<file path="config.mk">
export PLATFORM = sky130hd
export DESIGN_NAME = ps2_keyboard_direction
export DESIGN_NICKNAME = d
export VERILOG_FILES = /design/src/rtl/ps2_keyboard_direction.sv
export SDC_FILE = /design/constraint.sdc
export NUM_CORES = 1
export LEC_CHECK = 0
export BUFFER_PORTS_ARGS = -buffer_cell sky130_fd_sc_hd__buf_4
export CAP_MARGIN = 40
export CELL_PAD_IN_SITES_DETAIL_PLACEMENT = 0
export CELL_PAD_IN_SITES_GLOBAL_PLACEMENT = 1
export CORE_AREA = 2 2 79 81
export DETAILED_ROUTE_END_ITERATION = 12
export DIE_AREA = 0 0 81 83
export PLACE_DENSITY = 0.67
export SYNTH_ARGS = -nofsm -noshare
export SYNTH_HDL_FRONTEND = slang
export SYNTH_SLANG_ARGS = --single-unit
</file>
<file path="constraint.sdc">
create_clock -name CLK -period 2 [get_ports CLK]
set_clock_uncertainty 0.1 [all_clocks]
set_input_delay 0.1 -clock CLK [delete_from_list [all_inputs] [get_ports CLK]]
set_output_delay 0.1 -clock CLK [all_outputs]
set_load 0.02 [all_outputs]
</file>
<file path="src/rtl/ps2_keyboard_direction.sv">
// ps2_keyboard_direction
//   PS/2 device-to-host receiver plus left/right arrow-key decoder for the
//   street-racing game. Raw PS/2 lines are synchronised and falling edges of
//   PS2_CLK are detected. Eleven-bit frames are assembled and then checked.
//   Each valid byte is shown on LED and toggles KEY_COUNTER. The decoder
//   tracks which direction key is currently held.
//
// Ports
//   CLK          in   system clock, all logic on the rising edge
//   RESET        in   synchronous active-high reset
//   PS2_CLK      in   raw PS/2 clock (asynchronous, idle high)
//   PS2_DATA     in   raw PS/2 data  (asynchronous, idle high)
//   LED          out  last valid received byte (prefix bytes included)
//   LED2         out  direction: 11 = right held, 10 = left held, 00 = none
//   KEY_COUNTER  out  toggles once per valid received byte
//
// Parameters
//   TIMEOUT_CYCLES  CLK cycles without a PS2_CLK fall before a partial frame
//                   is abandoned
//   SYNC_STAGES     synchroniser depth on PS2_CLK / PS2_DATA (>= 2)

module ps2_keyboard_direction #(
    parameter int TIMEOUT_CYCLES = 5000,
    parameter int SYNC_STAGES    = 2
) (
    input  logic       CLK,
    input  logic       RESET,
    input  logic       PS2_CLK,
    input  logic       PS2_DATA,
    output logic [7:0] LED,
    output logic [1:0] LED2,
    output logic       KEY_COUNTER
);

    localparam int              TW           = $clog2(TIMEOUT_CYCLES + 1);
    localparam logic [TW-1:0]   TIMEOUT_LAST = TW'(TIMEOUT_CYCLES - 1);

    localparam logic [1:0] DIR_NONE  = 2'b00;
    localparam logic [1:0] DIR_LEFT  = 2'b10;
    localparam logic [1:0] DIR_RIGHT = 2'b11;

    // ------------------------------------------------------------------
    // Input synchronisers and falling-edge detection
    // ------------------------------------------------------------------
    logic [SYNC_STAGES-1:0] clk_sync_reg;
    logic [SYNC_STAGES-1:0] data_sync_reg;
    logic                   clk_prev_reg;
    logic                   ps2_clk_s;
    logic                   ps2_data_s;
    logic                   fall;

    always_ff @(posedge CLK) begin
        if (RESET) begin
            // Reset to the idle-high level so reset itself never looks like an edge.
            clk_sync_reg  <= '1;
            data_sync_reg <= '1;
            clk_prev_reg  <= 1'b1;
        end else begin
            clk_sync_reg[0]  <= PS2_CLK;
            data_sync_reg[0] <= PS2_DATA;
            for (int i = 1; i < SYNC_STAGES; i++) begin
                clk_sync_reg[i]  <= clk_sync_reg[i-1];
                data_sync_reg[i] <= data_sync_reg[i-1];
            end
            clk_prev_reg <= ps2_clk_s;
        end
    end

    assign ps2_clk_s  = clk_sync_reg[SYNC_STAGES-1];
    assign ps2_data_s = data_sync_reg[SYNC_STAGES-1];
    assign fall       = clk_prev_reg & ~ps2_clk_s;

    // ------------------------------------------------------------------
    // Frame assembly and watchdog
    // ------------------------------------------------------------------
    // shift_reg shifts right, so after ten bits:
    //   [0] = start, [8:1] = data byte, [9] = parity.
    // The eleventh (stop) bit is checked directly from the data line.
    logic [3:0]    bit_cnt_reg;
    logic [9:0]    shift_reg;
    logic [TW-1:0] timer_reg;
    logic          frame_done_reg;
    logic [7:0]    frame_byte_reg;
    logic          frame_ok;

    assign frame_ok = ~shift_reg[0] & ps2_data_s & (^shift_reg[9:1]);

    always_ff @(posedge CLK) begin
        if (RESET) begin
            bit_cnt_reg    <= '0;
            shift_reg      <= '0;
            timer_reg      <= '0;
            frame_done_reg <= 1'b0;
            frame_byte_reg <= '0;
        end else begin
            frame_done_reg <= 1'b0;
            if (fall) begin
                timer_reg <= '0;
                if (bit_cnt_reg == 4'd10) begin
                    // Invalid frames just restart the counter; nothing is reported.
                    bit_cnt_reg    <= '0;
                    frame_done_reg <= frame_ok;
                    frame_byte_reg <= shift_reg[8:1];
                end else begin
                    shift_reg   <= {ps2_data_s, shift_reg[9:1]};
                    bit_cnt_reg <= bit_cnt_reg + 4'd1;
                end
            end else if (bit_cnt_reg != 4'd0) begin
                // A stalled partial frame is dropped so the next fall is a start bit.
                if (timer_reg == TIMEOUT_LAST) begin
                    bit_cnt_reg <= '0;
                    timer_reg   <= '0;
                end else begin
                    timer_reg <= timer_reg + TW'(1);
                end
            end else begin
                timer_reg <= '0;
            end
        end
    end

    // ------------------------------------------------------------------
    // Scan-code decoder: prefix state (E0 / F0) and held direction
    // ------------------------------------------------------------------
    typedef enum logic [1:0] {
        PFX_NONE    = 2'b00,
        PFX_EXT     = 2'b01,
        PFX_BRK     = 2'b10,
        PFX_EXT_BRK = 2'b11
    } pfx_t;

    pfx_t       pfx_reg, pfx_next;
    logic [1:0] dir_reg, dir_next;
    logic [7:0] led_reg;
    logic       kc_reg;
    logic       is_ext;
    logic       is_brk;
    logic [1:0] key_code;

    assign is_ext = (pfx_reg == PFX_EXT) || (pfx_reg == PFX_EXT_BRK);
    assign is_brk = (pfx_reg == PFX_BRK) || (pfx_reg == PFX_EXT_BRK);

    always_comb begin
        pfx_next = pfx_reg;
        dir_next = dir_reg;
        key_code = DIR_NONE;

        // Arrow keys only count with E0; the letter keys only without it.
        if (is_ext) begin
            if (frame_byte_reg == 8'h74)      key_code = DIR_RIGHT;
            else if (frame_byte_reg == 8'h6B) key_code = DIR_LEFT;
        end else begin
            if (frame_byte_reg == 8'h23)      key_code = DIR_RIGHT;
            else if (frame_byte_reg == 8'h1C) key_code = DIR_LEFT;
        end

        if (frame_done_reg) begin
            case (frame_byte_reg)
                8'hE0:   pfx_next = is_brk ? PFX_EXT_BRK : PFX_EXT;
                8'hF0:   pfx_next = is_ext ? PFX_EXT_BRK : PFX_BRK;
                default: begin
                    pfx_next = PFX_NONE;
                    if (key_code != DIR_NONE) begin
                        if (is_brk) begin
                            // Only releasing the key that is displayed clears it.
                            if (key_code == dir_reg) dir_next = DIR_NONE;
                        end else begin
                            // Last make wins; a typematic repeat rewrites the same value.
                            dir_next = key_code;
                        end
                    end
                end
            endcase
        end
    end

    always_ff @(posedge CLK) begin
        if (RESET) begin
            pfx_reg <= PFX_NONE;
            dir_reg <= DIR_NONE;
            led_reg <= '0;
            kc_reg  <= 1'b0;
        end else begin
            pfx_reg <= pfx_next;
            dir_reg <= dir_next;
            if (frame_done_reg) begin
                led_reg <= frame_byte_reg;
                kc_reg  <= ~kc_reg;
            end
        end
    end

    assign LED         = led_reg;
    assign LED2        = dir_reg;
    assign KEY_COUNTER = kc_reg;

endmodule

</file>
After elaboration in Yosys (flattened, before gate mapping)
Index checks and enable logic that the tools add are counted.

Register bits after elaboration: 54. Output and inout bits: 11. Word-level logic and storage cells: 65.

Add/subtract/negate cells: 2. Equality and inequality tests: 13. Mux-type cells: 14. Bitwise operators: 10. Reduce and logical (&&, ||, !) cells: 14.

Operator list (number): 8-bit by 7-bit equality test with 1-bit output (second input constant) (2); 8-bit equality test (second input constant) (2); 2-bit 2-to-1 mux (8); 4-bit 2-to-1 mux (4); 13-bit by 1-bit adder with 13-bit output (second input constant) (1); 13-bit equality test (second input constant) (1); 9-bit parity (1); 8-bit by 5-bit equality test with 1-bit output (second input constant) (1); 8-bit by 6-bit equality test with 1-bit output (second input constant) (1); 1-bit NOT (7); 2-bit AND reduction (3); 2-bit nonzero test (3); 4-bit by 1-bit adder with 4-bit output (second input constant) (1); 2-bit equality test (second input constant) (2); 4-bit equality test (second input constant) (1); 2-bit case mux with 2 select lines (1); 4-bit AND reduction (1); 4-bit nonzero test (1); 4-bit OR reduction (1); 1-bit AND (3); 3-bit OR reduction (1); 2-bit by 1-bit equality test with 1-bit output (second input constant) (1); 2-bit equality test (1); 1-bit logical OR (2); 3 further kinds (3).

Longest topological paths before layout
Word-level depth: 7. Gate-level depth with buffers: 8. Depth with buffers taken out: 6.

Worst setup path before layout
No wires, ideal clock.

Kind: reg2reg. Start point: register timer_reg[10]. End point: register bit_cnt_reg[0]. Data arrival time: 1.621 ns. Data required time: 1.768 ns. Setup slack: 0.147 ns. Stages on the path, launching flop included: 5. Clock period less this slack: 1.853 ns. Cell sequence: dfxtp_1 or4b_1 or4_4 o211ai_1 a21oi_1.

Longest elaborated chain between the ends: 3.

RTL lines: start, declared (RTL line 81) `logic [TW-1:0] timer_reg;`; start signal, assigned (RTL line 114) `timer_reg <= timer_reg + TW'(1);`; 13-bit equality test (RTL line 110) `if (timer_reg == TIMEOUT_LAST) begin`; 2-bit nonzero test (no source line); 2-bit AND reduction (no source line); end signal, assigned (RTL line 106) `bit_cnt_reg <= bit_cnt_reg + 4'd1;`; end, declared (RTL line 79) `logic [3:0] bit_cnt_reg;`.

No other way between the ends. A chain may end at the register's enable or synchronous reset.

Final worst setup path
Start point: register timer_reg[10]. End point: register bit_cnt_reg[1].

The elaborated chain is that of the path after synthesis.

==> reports/qor.yml <==
antenna_found_initial: 0
rsz0062_at_grt: "false"
relSlewSlack: 0.685
p_per_area_nw_per_um2: 673
first_pass_iters: 4
core_area_um2: 5820
synth_edf_count: 0
synth_cell_types: 43
worst_path_largest_cell_delay_ps: 580
place_congestion: 0.709
ant_nets: 0
num_rows: 28
max_slew.worst_pin.slew_ps: 472
cp_slowest_cell: "or4_4"
grt_max_degree: 44
largest_reg_flops: 13
cap_violations: 0
insertion_delay_ps: 320
clock_sinks: 54
setup_tns_ps: 0
p_sw_uw: 410
netlist_instances: 257
setup_viol: 0
grt_pass1_wl_um: 7480
clkPwrFrac: 0.350
share_seq_of_total_power: 0.616
synthesis.area_um2: 2290
drt-total-wl_um: 4460
die-area_um2: 6720
num_vias: 1721
hp-class: "in -> reg"
grt_use_total: 0.140
fin_nets: 284
power_leakage_nw: 0.898
drive_gt1_frac: 0.144
syn-num-nets: 265
intPower_mw: 1.35
drtIter0Drc: 81
grt_overflow: 0
report.final.slew_viol_count: 0
dp.final_hpwl_um: 3090
initial_utilization: 0.394
drcViolationCount: 0
ys_top_cells_by_area: "dfxtp_1, nand2_1, xnor2_1"
p_comb_frac: 0.034
min_period_over_period: 0.965
critPathBufInv: 0
cp_cell_sequence: "or4b_1, or4_4, o211ai_1, a21oi_1"
synth.largest_area_cell: "dfxtp_1"
die_w_um: 81
ios: 15
num-fill-cells: 607
worstSetupStartpointType: "flop"
ys.flop_type: "dfxtp_1"
max_freq_ghz: 0.518
final_core_util: 0.450
via_per_inst: 4.89
cts_made_buffers: 5
peakVddDrop_v: 0.000322
path_max_fanout: 5
cts_max_level: 2
cts.path.max_buffers: 2
cts_root_buffer: "clkbuf_8"
diodes: 0
hold_viol_final: 0
syn_area_per_cell_um2: 8.90
async_flop_share: 0
status: "complete, no violations"
endpoint_kind: "flop"
p_total_mw: 1.76
ys_ff_latch: 54
arrival_ps: 2010
yosysWarnings: 0
die_h_um: 83
swShare: 0.232
syn2layout_area_growth_pct: 14.4
wl_per_cell_um: 12.7
post-route-min-period_ps: 1930
cts_tree: "yes"
numPortBuffers: 14
synth_top_cell_area_share: 0.472
yosysSeqAreaShare: 0.472
worstSetupPathType: "reg -> reg"
path_delay_family: "simple AND/OR/NAND/NOR gates"
grt_pass1_vias: 1569
clkTransAtPathRegs_ps: 110
cp.required_ps: 2080
-- Yosys cell counts, types with 2 or more instances --
library cell / count
and4bb_2: 2
o211ai_1: 2
and4b_1: 2
xor2_1: 4
or2_2: 5
inv_1: 8
ha_1: 4
buf_1: 2
nor3_1: 8
nor2b_1: 2
or4b_1: 2
nor4_1: 2
nor3b_1: 2
nor2_1: 30
nand3_1: 3
nand2b_1: 2
a21oi_1: 23
xnor2_1: 15
clkbuf_1: 8
mux2i_1: 8
a221oi_1: 2
a211oi_1: 2
nand4_1: 3
o21ai_0: 9
nand2_1: 36
dfxtp_1: 54
-- area by class of cell --
type	instances	area (um2)	area share
clock buffer	5	68.8	0.0263
clock inverter	3	21.3	0.00812
inverter	8	30.0	0.0115
multi-input combinational	183	1130	0.430
sequential	54	1080	0.413
tap	75	93.8	0.0358
timing repair buffer	24	198	0.0755
-- worst register-to-register path, cell delays in order (launching register included) --
cell and delay [ps]:
dfxtp_1 340, or4b_1 520, or4_4 580, o211ai_1 200
a21oi_1 80
-- power by group through the flow --
stage	Combinational [mW]	Sequential (mW)	Clock, mW
finish	0.0600	1.09	0.616
global route	0.0665	1.09	0.683
CTS	0.0610	1.09	0.636
detailed placement	0.0576	1.11	0
global placement	0.0580	1.11	0
floorplan	0.0429	1.11	0
-- placed cells by master, fill, tap and decap left out, types with 3 or more instances in the layout --
cell / n
a21oi_1: 23
mux2i_1: 8
dfxtp_1: 54
clkbuf_8: 5
nand3_1: 3
inv_1: 8
nor2_1: 30
buf_4: 21
nand4_1: 3
xnor2_1: 15
nor3_1: 8
nand2_1: 36
ha_1: 4
o21ai_0: 9
or2_2: 5
xor2_1: 4
-- kinds of logic after synthesis --
logic type / Yosys count / share of synthesized area
AND/OR/NAND/NOR: 106 / 0.233
flip-flops: 54 / 0.472
AO/OA/AOI/OAI: 45 / 0.116
XOR/XNOR: 20 / 0.0826
buffers and inverters: 20 / 0.0383
multiplexers: 8 / 0.0350
adder cells (fa/ha/maj): 4 / 0.0219
-- repair_timing --
item                       4_1_cts  5_1_grt
resized for setup                0        1
hold buffers                     2        0
hold endpoints to repair         2        0
buffers inserted                 0        0
setup endpoints to repair        0        1
-- worst paths after layout --
| kind | startpoint | endpoint | slack [ps] | cells past startpoint |
|---|---|---|---|---|
| setup reg to reg | timer_reg[10] | bit_cnt_reg[1] | 70 | 4 |
| hold / removal | RESET | LED[3] | 110 | 2 |
| hold reg to reg | clk_sync_reg[0] | clk_sync_reg[1] | 320 | 1 |
| setup / recovery | timer_reg[10] | bit_cnt_reg[1] | 70 | 4 |
-- metrics by stage --
| stage | setup WS (ps) | instance area, um2 | std cells | hold slack (ps) |
|---|---|---|---|---|
| 6_report | 70.2 | 2620 | 352 | 111 |
| 5_1_grt | 7.88 | 2620 | 352 | 117 |
| 4_1_cts | 52.2 | 2610 | 352 | 111 |
| 3_5_place_dp | 62.8 | 2500 | 342 | 187 |
| 3_3_place_gp | 93.6 | 2500 | 342 | 185 |
| 2_1_floorplan | 147 | 2290 | 257 | 104 |
-- layer usage --
layer	track usage	wire length, um	vias up
met3	0.0370	145	5
met5	0	0	-
met1	0.182	2150	781
li1	-	-	909
met2	0.225	2100	26
met4	0.0462	60	0
(Power assumes the default switching activity.)
